**config.mk**
```make
export PLATFORM = sky130hd
export DESIGN_NAME = regfile_wb_arbiter_flat
export DESIGN_NICKNAME = d
export VERILOG_FILES = /design/src/rtl/regfile_wb_arbiter_if.sv /design/src/rtl/regfile_wb_arbiter.sv /design/src/flat_wrapper.sv
export SDC_FILE = /design/constraint.sdc
export NUM_CORES = 1
export LEC_CHECK = 0
export CORE_ASPECT_RATIO = 0.75
export CORE_MARGIN = 5
export CORE_UTILIZATION = 30
export DETAILED_ROUTE_END_ITERATION = 10
export MAX_ROUTING_LAYER = met4
export PLACE_DENSITY = 0.65
export SLEW_MARGIN = 20
export SYNTH_ARGS = -nofsm -noshare
export SYNTH_HDL_FRONTEND = slang
export SYNTH_SLANG_ARGS = --single-unit
```
**constraint.sdc**
```tcl
create_clock -name Clock -period 3.3 [get_ports Clock]
set_input_delay 0.495 -clock Clock [delete_from_list [all_inputs] [get_ports Clock]]
set_output_delay 0.495 -clock Clock [all_outputs]
set_load 0.02 [all_outputs]
```
**src/rtl/regfile_wb_arbiter_if.sv**
```systemverilog
// Write-back bus between the two requesters and the register-file write port.
// The master side belongs to the requesters and the register file. The slave side belongs to the arbiter.
interface regfile_wb_arbiter_if;
  // Handshake: each requester holds Req/Addr/Data stable until the cycle its Grant is high.
  // The transfer completes in that cycle, and a new item may be presented on the next cycle.
  logic        Req0;
  logic [4:0]  Addr0;
  logic [31:0] Data0;
  logic        Grant0;

  logic        Req1;
  logic [4:0]  Addr1;
  logic [31:0] Data1;
  logic        Grant1;

  logic        RegWrite;
  logic [4:0]  WriteAddr;
  logic [31:0] WriteData;
  logic        Forced;

  modport master (
    output Req0, Addr0, Data0,
    output Req1, Addr1, Data1,
    input  Grant0, Grant1,
    input  RegWrite, WriteAddr, WriteData, Forced
  );

  modport slave (
    input  Req0, Addr0, Data0,
    input  Req1, Addr1, Data1,
    output Grant0, Grant1,
    output RegWrite, WriteAddr, WriteData, Forced
  );
endinterface

```
**src/rtl/regfile_wb_arbiter.sv**
```systemverilog
// Arbitrates the single register-file write port between the ALU (high priority)
// and the load/mul-div path (low priority, starvation guarded); registered write stage.
module regfile_wb_arbiter #(
  parameter int STARVE_LIMIT = 4,
  parameter int CNT_W        = 4
) (
  input  logic                 Clock,
  input  logic                 Reset,
  regfile_wb_arbiter_if.slave  bus
);

  typedef enum logic [0:0] {
    PRIO0  = 1'b0,
    FORCE1 = 1'b1
  } arbState_t;

  localparam logic [CNT_W-1:0] LastDenial = CNT_W'(STARVE_LIMIT - 1);
  localparam logic [CNT_W-1:0] CntMax     = CNT_W'(STARVE_LIMIT);

  arbState_t        state;
  logic [CNT_W-1:0] starveCnt;
  logic             forcedQ;

  logic        grant0;
  logic        grant1;
  logic        regWriteQ;
  logic [4:0]  writeAddrQ;
  logic [31:0] writeDataQ;

  // Grants are the only combinational outputs. They are suppressed during reset.
  always_comb begin
    grant0 = 1'b0;
    grant1 = 1'b0;
    if (!Reset) begin
      if (state == FORCE1) begin
        grant1 = bus.Req1;
        grant0 = bus.Req0 & ~bus.Req1;
      end else begin
        grant0 = bus.Req0;
        grant1 = bus.Req1 & ~bus.Req0;
      end
    end
  end

  // Arbitration FSM with starvation counter.
  // FORCE1 always lasts a single cycle, because either Req1 is granted or it has withdrawn.
  always_ff @(posedge Clock) begin
    if (Reset) begin
      state     <= PRIO0;
      starveCnt <= '0;
      forcedQ   <= 1'b0;
    end else begin
      case (state)
        PRIO0: begin
          if (bus.Req1 && !grant1) begin
            if (starveCnt == LastDenial) begin
              state     <= FORCE1;
              starveCnt <= '0;
              forcedQ   <= 1'b1;
            end else if (starveCnt < CntMax) begin
              starveCnt <= starveCnt + 1'b1;
            end
          end else begin
            starveCnt <= '0;
          end
        end
        FORCE1: begin
          starveCnt <= '0;
          if (grant1 || !bus.Req1) begin
            state   <= PRIO0;
            forcedQ <= 1'b0;
          end
        end
        default: begin
          state     <= PRIO0;
          starveCnt <= '0;
          forcedQ   <= 1'b0;
        end
      endcase
    end
  end

  // Output stage.
  // Writes to r0 are consumed without touching the write port, so the address and data hold their previous values.
  always_ff @(posedge Clock) begin
    if (Reset) begin
      regWriteQ  <= 1'b0;
      writeAddrQ <= '0;
      writeDataQ <= '0;
    end else begin
      regWriteQ <= 1'b0;
      if (grant0 && (bus.Addr0 != 5'd0)) begin
        regWriteQ  <= 1'b1;
        writeAddrQ <= bus.Addr0;
        writeDataQ <= bus.Data0;
      end else if (grant1 && (bus.Addr1 != 5'd0)) begin
        regWriteQ  <= 1'b1;
        writeAddrQ <= bus.Addr1;
        writeDataQ <= bus.Data1;
      end
    end
  end

  assign bus.Grant0    = grant0;
  assign bus.Grant1    = grant1;
  assign bus.RegWrite  = regWriteQ;
  assign bus.WriteAddr = writeAddrQ;
  assign bus.WriteData = writeDataQ;
  assign bus.Forced    = forcedQ;

endmodule

```
**src/flat_wrapper.sv**
```systemverilog
// flat-port wrapper written by rule: the top's interface ports become plain ports
module regfile_wb_arbiter_flat 
#(
  parameter int STARVE_LIMIT = 4,
  parameter int CNT_W        = 4
)
  (Clock, Reset, bus_Req0, bus_Addr0, bus_Data0, bus_Req1, bus_Addr1, bus_Data1, bus_Grant0, bus_Grant1, bus_RegWrite, bus_WriteAddr, bus_WriteData, bus_Forced);
  regfile_wb_arbiter_if bus_i ();
  input  logic Clock;
  input  logic Reset;
  input wire logic [$bits(bus_i.Req0)-1:0] bus_Req0;
  input wire logic [$bits(bus_i.Addr0)-1:0] bus_Addr0;
  input wire logic [$bits(bus_i.Data0)-1:0] bus_Data0;
  input wire logic [$bits(bus_i.Req1)-1:0] bus_Req1;
  input wire logic [$bits(bus_i.Addr1)-1:0] bus_Addr1;
  input wire logic [$bits(bus_i.Data1)-1:0] bus_Data1;
  output wire logic [$bits(bus_i.Grant0)-1:0] bus_Grant0;
  output wire logic [$bits(bus_i.Grant1)-1:0] bus_Grant1;
  output wire logic [$bits(bus_i.RegWrite)-1:0] bus_RegWrite;
  output wire logic [$bits(bus_i.WriteAddr)-1:0] bus_WriteAddr;
  output wire logic [$bits(bus_i.WriteData)-1:0] bus_WriteData;
  output wire logic [$bits(bus_i.Forced)-1:0] bus_Forced;
  assign bus_i.Req0 = bus_Req0;
  assign bus_i.Addr0 = bus_Addr0;
  assign bus_i.Data0 = bus_Data0;
  assign bus_i.Req1 = bus_Req1;
  assign bus_i.Addr1 = bus_Addr1;
  assign bus_i.Data1 = bus_Data1;
  assign bus_Grant0 = bus_i.Grant0;
  assign bus_Grant1 = bus_i.Grant1;
  assign bus_RegWrite = bus_i.RegWrite;
  assign bus_WriteAddr = bus_i.WriteAddr;
  assign bus_WriteData = bus_i.WriteData;
  assign bus_Forced = bus_i.Forced;
  regfile_wb_arbiter #(.STARVE_LIMIT(STARVE_LIMIT), .CNT_W(CNT_W)) u_core (.Clock(Clock), .Reset(Reset), .bus(bus_i));
endmodule
```
==> results <==
- Adding up every negative setup slack in the final design gives 0 ns.
- TritonCTS built the clock tree.
- Synthesis handed over a netlist of 247 instances.
- The actual slew at the worst max-slew pin is 0.633 ns.
- The number of nets with antenna violations after detailed routing is 0.
- The area share of the leading cell type in the synthesized netlist is 42.4%.
- The synthesized area is 2080 µm².
- The final routed DRC violation total is 0.
- In the final routing, the length of wire on met1 measures 3.35 mm.
- Yosys instantiated no cell more often than sky130_fd_sc_hd__nand2_1.
- Dividing the final minimum period by the clock period gives 81.4%.
- After detailed routing, no signal wire sits above met4.
- The max-slew violation count is 0.
- The I/O pin count is 119.
- Dividing the detail-routed wire length by the instance count gives 16.0 µm.
- After synthesis, the most frequently instantiated cells are 68 x sky130_fd_sc_hd__nand2_1, 44 x sky130_fd_sc_hd__dfxtp_1, 37 x sky130_fd_sc_hd__nor3_1.
- The number of enable flip-flop cells after synthesis is 0.
- The number of placed cells counting well taps is 433.
- The violation count after the first detailed-routing iteration is 86.
- The detail-routed via count per cell is 5.00.
- Sorting the synthesized cells by area gives the leading types as sky130_fd_sc_hd__dfxtp_1 42%, sky130_fd_sc_hd__nand2_1 12%, sky130_fd_sc_hd__a311oi_1 9.3%.
- The total via count after detailed routing is 2203.
- For this design the ratio of total power to cell area is 402 nW/µm².
- Clock tree synthesis found a total of 44 sinks.
- The data arrival time of the worst path is 2.19 ns.
- CTS built an H-tree with a depth of 2.
- For the worst-skew pair, the clock arrives at the later sink with an insertion delay of 0.29 ns.
- Compared with the post-synthesis result, the final layout area differs by 66.1%.
- In this run the vertical extent of the chip is 82.0 µm.
- The post-synthesis cell type count is 31.
- Setup repair after global routing left no endpoint under its margin.
- The HPWL after detailed placement is 5.10 mm.
- The number of buffers inserted during clock tree synthesis is 5.
- Synthesis inferred 44 register bits.
- The tightest slew margin relative to the limit is 57.6%.
- For this run, the post-layout net count is 435.
- The number of warnings printed during yosys synthesis is 0.
- The total of cells resized after clock tree synthesis is 0.
- The post-cts hold buffer count is 0.
- The count of buffers inserted at the top-level ports is 118.
- Counting every net in the synthesized netlist gives 326.
- The global-route total usage across every layer is 16.4%.
- The proportion of layout cells with a drive suffix above 1 is 9.24%.
- After routing the design area is 3450 µm².
- The first global-routing pass estimated 11.1 mm of wire.
- The setup path with the least slack is of type in -> out.
- The number of maximum-capacitance constraint violations is 0.
- The analysis attributes to cell leakage a power of 1.20 nW.
- The first-pass iteration count of the detailed router is 4.
- From left edge to right edge, the die measures 106 µm.
- The largest total area in the synthesized netlist belongs to sky130_fd_sc_hd__dfxtp_1.
- Clock-pin slew was measured on the worst setup and hold paths at 0.08 ns.
- Counting flops with an async set or reset pin after synthesis yields a share of 0%.
- The part of the Yosys area used for sequential elements is 42.4%.
- The number of hold violations in the final report came to 0.
- STA classifies the critical path startpoint as an input pin.
- The buffer levels on the longest clock path is 2.
- The worst-case IR drop observed on VDD is 0.000188 V.
- The via count of the first global-routing pass was 2201.
- Setup violations remaining at the end of the flow were counted as 0.
- The maximum achievable frequency is 0.372 GHz.
- The run finished with clean final reports.
- Data on the critical path is required at its endpoint by 2.80 ns.
- The startpoint identified for the worst hold timing path is u_core.starveCnt[2].
- The number of antenna violations at the first check in global routing is 0.
- The origin of the worst setup path is bus_Req1.
- The die covers 8700 µm².
- The core region area is 6770 µm².
- The global placer's final weighted congestion is 0.752.
- The worst register-to-register path begins at u_core.state.
- The dominant register cell in the synthesized netlist is sky130_fd_sc_hd__dfxtp_1.
- The sum of routed wire length over all layers is 7.04 mm.
- On the final layout, the worst clock skew is 0.00587 ns.
- In this run the cell area measured after placement is 3320 µm².
- The overflow left after global routing is 0.
- For this configuration, the core starts out at a cell density of 30.7%.
- Final hold analysis gives a worst-case slack of 0.462 ns.
- The number of fillers in the final layout is 650.
- Averaged over all synthesized cells, the footprint is 8.40 µm².
- In this run the worst hold path is classified as reg -> reg.
- The post-layout instance count excluding filler cells is 441.
- The post-CTS repair timing setup buffer count is 0.
- The shortest clock period the worst path allows after layout is 2.69 ns.
- The root buffer cell is sky130_fd_sc_hd__clkbuf_8.
- The wire length on met2 is 3.11 mm.
- 0 antenna diodes ended up in the layout.
- Row generation in the floorplan step produced 26 rows.
- The largest net degree at the start of global routing is 41.
- The met3 wire length is 545 µm.
- Along the worst path, the maximum fanout reaches 4.
- The worst setup path is captured at an output port.
[cell type report]
class | count | area, µm² | area share, %
timing repair buffer | 125 | 1270 | 36.7
clock inverter | 1 | 30.0 | 0.871
multi-input combinational | 174 | 1050 | 30.4
sequential | 44 | 881 | 25.5
clock buffer | 7 | 96.3 | 2.79
inverter | 6 | 22.5 | 0.653
tap | 84 | 105 | 3.05
[sequential cells by signal, summed over array words and instances, names as in the netlist]
register / count
u_core.bus.WriteData: 32
u_core.bus.WriteAddr: 5
u_core.bus.RegWrite: 1
u_core.bus.Forced: 1
u_core.state: 1
u_core.starveCnt: 4
[routing by layer]
metal | global-route usage (%) | vias up
met5 | - | -
met4 | 2.72 | 0
met3 | 5.58 | 5
met2 | 26.2 | 80
met1 | 20.5 | 1011
li1 | - | 1107
[cell usage in the layout, fill, tap and decap left out, types with 2 or more instances in the layout]
master / count
sky130_fd_sc_hd__a311oi_2: 10
sky130_fd_sc_hd__buf_12: 3
sky130_fd_sc_hd__nand2_1: 68
sky130_fd_sc_hd__a22oi_1: 3
sky130_fd_sc_hd__nor3_1: 37
sky130_fd_sc_hd__dfxtp_1: 44
sky130_fd_sc_hd__nor2_1: 9
sky130_fd_sc_hd__o221a_2: 2
sky130_fd_sc_hd__inv_1: 6
sky130_fd_sc_hd__clkbuf_8: 7
sky130_fd_sc_hd__a311oi_1: 22
sky130_fd_sc_hd__clkdlybuf4s50_1: 117
sky130_fd_sc_hd__a21oi_1: 4
sky130_fd_sc_hd__buf_4: 4
sky130_fd_sc_hd__o31ai_1: 3
[kinds of logic (layout without fill, tap and decap cells)]
group                      after synthesis  count (layout)  share of synthesized area, %
adders and majority gates                1               1                         0.603
muxes                                    1               1                         0.482
buffers and inverters                   29             139                          7.78
AOI/OAI and AO/OA                       48              48                          22.5
DFF                                     44              44                          42.4
and+or+nand+nor                        124             124                          26.2
[worst paths after layout]
check	slack, ns	to	depth (start not counted)
hold reg to reg	0.46	u_core.starveCnt[2]	2
hold / removal	0.46	u_core.starveCnt[2]	2
setup reg to reg	1.56	u_core.bus.WriteData[26]	5
setup / recovery	0.61	bus_Grant1	4
[critical path: stages]
cell                              delay (ns)
sky130_fd_sc_hd__clkdlybuf4s50_1        0.53
sky130_fd_sc_hd__nor2b_1                0.31
sky130_fd_sc_hd__and2_1                 0.24
sky130_fd_sc_hd__clkdlybuf4s50_1        0.62
[where the power goes]
part / leakage (nW) / internal, mW / switching [mW] / total, mW
Combinational: 0.775 / 0.190 / 0.155 / 0.345
Clock: 0.0645 / 0.267 / 0.187 / 0.454
Sequential: 0.363 / 0.569 / 0.0190 / 0.588
Total: 1.20 / 1.03 / 0.361 / 1.39
[metrics by stage]
stage	power, mW	setup slack [ns]	utilization, %
CTS	1.40	0.614	51.0
floorplan	0.749	1.55	-
global route	1.45	0.533	51.0
detailed placement	0.947	0.616	49.1
finish	1.39	0.614	51.0
global placement	0.945	0.623	49.1
Note: power is estimated with default switching activity, not from simulation.
==> variant 1 (same settings) <==
Make the reset (`Reset`) asynchronous in 2 clocked blocks.
--- a/src/rtl/regfile_wb_arbiter.sv
+++ b/src/rtl/regfile_wb_arbiter.sv
@@ -45,5 +45,5 @@
   // Arbitration FSM with starvation counter.
   // FORCE1 always lasts a single cycle, because either Req1 is granted or it has withdrawn.
-  always_ff @(posedge Clock) begin
+  always_ff @(posedge Clock or posedge Reset) begin
     if (Reset) begin
       state     <= PRIO0;
@@ -83,5 +83,5 @@
   // Output stage.
   // Writes to r0 are consumed without touching the write port, so the address and data hold their previous values.
-  always_ff @(posedge Clock) begin
+  always_ff @(posedge Clock or posedge Reset) begin
     if (Reset) begin
       regWriteQ  <= 1'b0;
Check against the original RTL: differs if Reset is asserted again (counterexample within 4 cycles, from zero or initial values and one cycle with Reset high); with Reset held inactive, the same outputs for 10 cycles.
==> variant 1 against the original RTL <==
Synthesized area increased by 4.9%; count of clock-buffer cells in the layout decreased by 2; routed wire length increased by 6.5%; worst setup slack got worse by 0.065 ns; power increased by 26%; sequential cell count unchanged; synthesized cell count decreased by 2.0%; first-iteration DRC count increased by 35%; sequential power increased by 11%; cell area increased by 3.4%.
==> variant 1: results <==
group,metric,value,unit
synth,ys.flop_type,"dfrtp_1",
drt,drt-total-wl,7500,µm
drt,dr.pass1.iters,4,
setup_path,cp.arrival,2.26,ns
clock_tree,path_clk_slew,0.08,ns
clock_tree,cts_max_level,2,
clock_tree,clk_latency,0.30,ns
setup_path,critical_path.top_delay_family,"buffers and inverters",
status,outcome,"finished clean",
synth,ys_seq_area_frac,0.506,
place,portBuffers,118,
clock_tree,clock_path_buffers,2,
drt,dr.first_iter.drc_count,116,
global_route,grt_max_degree,45,
global_route,grt_pass1_wl,12100,µm
setup_path,crit_slowest_cell,"clkdlybuf4s50_1",
cells_and_area,drive_gt1_frac,0.0593,
synth,synthTopCellsByCount,"dfrtp_1 (44), nor2_1 (38), a21oi_1 (35), o21ai_0 (33), a31oi_1 (32)",
drt,via_count,2280,
hold_path,hp-class,"flip-flop to flip-flop",
power_and_ir_drop,peakVddDrop,0.224,mV
cells_and_area,fill_cells,664,
clock_tree,cts_root_buf,"clkbuf_8",
synth,yosys_warnings,0,
cells_and_area,largest_reg_flops,32,
timing,setup_viol,0,
setup_path,path_max_fanout,5,
synth,synth.area.top_cells,"dfrtp_1 (51%), a31oi_1 (9.2%), a21oi_1 (8.0%)",
timing,worst_slew_pin_slew,0.773,ns
global_route,antenna_found_initial,0,
power_and_ir_drop,p_leak,1.42,nW
place,routabilityCongestion,0.812,
timing,clock_skew,0.0101,ns
clock_tree,cts_buffers,5,
clock_tree,post_cts_buffers,0,
setup_path,max_stage_delay,0.65,ns
global_route,grtUsageTotal,0.169,
place,place_hpwl,5350,µm
clock_tree,ctsResizeCount,0,
cells_and_area,n_antenna_cell,0,
synth,syn_nets,321,
synth,synth_cell_types,31,
cells_and_area,final_nets,432,
global_route,grt_pass1_vias,2391,
synth,async_reset_ff_frac,1.00,
==> variant 1: cell count changes in the layout (fill, tap and decap cells not counted), sizes merged, moves of 28 or more <==
cell,delta
nand2,-62
dfrtp,+44
dfxtp,-44
nor3,-34
o21ai,+34
a311oi,-32
a31oi,+32
a21oi,+31
nor2,+28
==> variant 1: per-layer routing <==
layer	vias to the layer above	global-route usage	part of all wire	routed length (µm)
met1	1061	0.232	0.47	3520
li1	1096	-	-	-
met2	110	0.251	0.43	3240
met5	-	-	0	0
met4	0	0.0287	0.0064	48
met3	13	0.0510	0.091	682
==> variant 1: worst register-to-register path, delay by kind of cell, from the launching register on <==
family             cells  cell delay [ns]
and+or+nand+nor        1             0.18
DFF                    1             0.45
AOI/OAI and AO/OA      3             1.02
==> variant 1: path summary, 6_finish.rpt <==
| check | slack (ns) | depth (start not counted) | startpoint | endpoint |
|---|---|---|---|---|
| worst max-delay path | 0.55 | 4 | bus_Req0 | bus_Grant0 |
| worst min-delay path | 0.49 | 1 | u_core.starveCnt[2] | u_core.starveCnt[2] |
| worst max register to register | 1.58 | 4 | u_core.state | u_core.bus.WriteData[7] |
| worst min register to register | 0.49 | 1 | u_core.starveCnt[2] | u_core.starveCnt[2] |
| max in group asynchronous | 2.18 | 3 | Reset | u_core.bus.WriteData[24] |
| min in group asynchronous | 0.74 | 3 | Reset | u_core.starveCnt[3] |
==> variant 1: layout make-up <==
cell class	count	area, µm²	share of cell area
Timing Repair Buffer	125	1230	0.346
Sequential cell	44	1100	0.309
Multi-Input combinational cell	172	932	0.261
Tap cell	98	123	0.0344
Clock inverter	3	90.1	0.0253
Clock buffer	5	68.8	0.0193
Inverter	5	18.8	0.00526
==> variant 1: cells by family after synthesis <==
logic type | synth area share
mux | 0.00920
compound gates | 0.305
flops | 0.506
fa+ha+maj | 0.00575
buf+inv | 0.0661
simple gates | 0.108
==> variant 1: stage by stage <==
stage | area (µm²) | instances | worst slack (ns) | hold WS [ns]
2_1_floorplan | 2180 | 242 | 1.24 | 0.454
3_3_place_gp | 3410 | 444 | 0.597 | 0.474
3_5_place_dp | 3410 | 444 | 0.517 | 0.472
4_1_cts | 3570 | 452 | 0.574 | 0.498
5_1_grt | 3570 | 452 | 0.509 | 0.514
6_report | 3570 | 452 | 0.549 | 0.492
==> variant 1: power by group <==
| part | switching (mW) | internal [mW] | total [mW] | leakage [nW] |
|---|---|---|---|---|
| logic | 0.255 | 0.273 | 0.528 | 0.830 |
| clock network | 0.192 | 0.379 | 0.571 | 0.0784 |
| registers | 0.0385 | 0.616 | 0.654 | 0.513 |
==> variant 2 (config.mk and constraints unchanged) <==
Made on the original files. `CNT_W` is set to 4 in 2 places; all go to 6.
--- a/src/rtl/regfile_wb_arbiter.sv
+++ b/src/rtl/regfile_wb_arbiter.sv
@@ -3,5 +3,5 @@
 module regfile_wb_arbiter #(
   parameter int STARVE_LIMIT = 4,
-  parameter int CNT_W        = 4
+  parameter int CNT_W        = 6
 ) (
   input  logic                 Clock,
--- a/src/flat_wrapper.sv
+++ b/src/flat_wrapper.sv
@@ -3,5 +3,5 @@
 #(
   parameter int STARVE_LIMIT = 4,
-  parameter int CNT_W        = 4
+  parameter int CNT_W        = 6
 )
   (Clock, Reset, bus_Req0, bus_Addr0, bus_Data0, bus_Req1, bus_Addr1, bus_Data1, bus_Grant0, bus_Grant1, bus_RegWrite, bus_WriteAddr, bus_WriteData, bus_Forced);
Check against the original RTL: no difference found for any inputs over 10 cycles, from zero or initial values and one cycle with Reset high; that may be too few to reach the edited logic, so the function may still have changed.
==> variant 2 against the original RTL <==
Die area up 5.1%; count of clock-buffer cells in the layout stayed put; sequential cell count grew 2; global-route usage shrank 0.27 points; worst setup slack got worse by 0.052 ns; cell area up 2.1%; synthesized area is 5.7% higher; non-clock buffer count grew 2; routed wire length rose by 2.4%; power decreased by 4.7%; combinational power rose by 1%; largest cell class unchanged; highest routed layer unchanged.
==> variant 2: results <==
group,metric,value,unit
synth,synthTopCellsByCount,"nand2_1 (67), dfxtp_1 (46), nor3_1 (34), a311oi_2 (20), a311oi_1 (12)",
clock_tree,post_cts_buffers,0,
drt,via_count,2236,
synth,synth_cell_types,32,
drt,wl_per_cell,15.7,µm
setup_path,crit_end,"bus_Grant1",
timing,clock_skew,0.00579,ns
global_route,antenna_found_initial,0,
place,place_hpwl,5080,µm
cells_and_area,largest_reg_flops,32,
setup_path,cp.arrival,2.24,ns
synth,async_reset_ff_frac,0,
setup_path,timing.rr.end,"u_core.bus.WriteData[9]",
clock_tree,ctsResizeCount,0,
hold_path,whs_path_depth,1,
clock_tree,clk_latency,0.29,ns
global_route,grt_max_degree,39,
synth,syn_nets,324,
place,post_dp_cell_area,3430,µm²
power_and_ir_drop,peakVddDrop,0.171,mV
clock_tree,cts_root_buf,"clkbuf_8",
clock_tree,path_clk_slew,0.08,ns
setup_path,regToRegSetupSlack,1.77,ns
timing,setup_viol,0,
cells_and_area,drive_gt1_frac,0.120,
drt,dr.pass1.iters,4,
synth,ys.flop_type,"dfxtp_1",
setup_path,reg2reg_depth,5,
global_route,grt_pass1_vias,2300,
synth,synth.area.top_cells,"dfxtp_1 (42%), a311oi_2 (14%), nand2_1 (11%)",
clock_tree,clock_path_buffers,2,
synth,ys_seq_area_frac,0.420,
setup_path,path_max_fanout,5,
place,routabilityCongestion,0.754,
cells_and_area,final_nets,435,
status,outcome,"finished clean",
setup_path,r2r_start,"u_core.state",
clock_tree,cts_max_level,2,
cells_and_area,n_antenna_cell,0,
synth,yosys_warnings,0,
cells_and_area,fill_cells,740,
global_route,grtUsageTotal,0.161,
power_and_ir_drop,internal_power,0.953,mW
place,portBuffers,118,
clock_tree,cts_buffers,5,
setup_path,startpoint,"bus_Req1",
timing,worst_slew_pin_slew,0.627,ns
hold_path,hp-class,"flip-flop to flip-flop",
drt,dr.first_iter.drc_count,61,
power_and_ir_drop,p_leak,1.24,nW
global_route,grt_pass1_wl,11500,µm
variant 2: cell types whose count changed in the layout (fill, tap and decap cells not counted), moves of 4 or more:
cell      delta
a311oi_1    -10
and2_1       +4
buf_4        +5
nor2_1       -4
a311oi_2    +10
variant 2: power by group through the flow:
stage / clock, mW / sequential (mW) / combinational (mW)
2_1_floorplan: 0 / 0.668 / 0.113
3_3_place_gp: 0 / 0.624 / 0.350
3_5_place_dp: 0 / 0.623 / 0.351
4_1_cts: 0.373 / 0.611 / 0.353
5_1_grt: 0.405 / 0.616 / 0.374
6_report: 0.361 / 0.611 / 0.350
variant 2: kinds of logic after synthesis:
logic type | count (synthesis) | synth area share
adders and majority gates | 1 | 0.00570
and+or+nand+nor | 122 | 0.250
buffers and inverters | 26 | 0.0730
muxes | 2 | 0.00913
DFF | 46 | 0.420
AOI/OAI and AO/OA | 48 | 0.242
variant 2: worst min-delay path by stage:
stage	to	startpoint	slack, ns
floorplan	u_core.starveCnt[5]	u_core.starveCnt[5]	0.43
global placement	u_core.bus.Forced	u_core.bus.Forced	0.43
detailed placement	u_core.bus.Forced	u_core.bus.Forced	0.45
CTS	u_core.bus.Forced	u_core.bus.Forced	0.47
global route	u_core.starveCnt[2]	u_core.starveCnt[2]	0.48
finish	u_core.bus.Forced	u_core.bus.Forced	0.46
variant 2: worst max-delay path, stage by stage:
cell,delay (ns)
clkdlybuf4s50_1,0.52
nor2b_1,0.31
and2_1,0.28
clkdlybuf4s50_1,0.64
variant 2: area by class of cell:
class | count | area (µm²) | area share
inverters | 3 | 11.3 | 0.00320
well taps | 101 | 126 | 0.0359
flip-flops and latches | 46 | 921 | 0.261
multi-input cells | 173 | 1130 | 0.320
repair buffers | 127 | 1240 | 0.353
clock buffers | 7 | 86.3 | 0.0245
clock inverters | 1 | 5.00 | 0.00142
variant 2: layer usage:
| layer | vias to the layer above | part of all wire | track usage |
|---|---|---|---|
| li1 | 1111 | - | - |
| met1 | 1029 | 0.48 | 0.209 |
| met2 | 92 | 0.43 | 0.243 |
| met3 | 4 | 0.083 | 0.0549 |
| met4 | 0 | 0.0055 | 0.0321 |
| met5 | - | 0 | - |
variant 2: per-stage QoR:
stage / setup slack, ns / std cells / util / hold WS (ns)
after detailed placement: 0.569 / 450 / 0.475 / 0.450
after CTS: 0.565 / 458 / 0.487 / 0.471
after floorplan: 1.49 / 245 / - / 0.430
after global routing: 0.453 / 458 / 0.487 / 0.482
final: 0.562 / 458 / 0.487 / 0.463
after global placement: 0.603 / 450 / 0.475 / 0.434
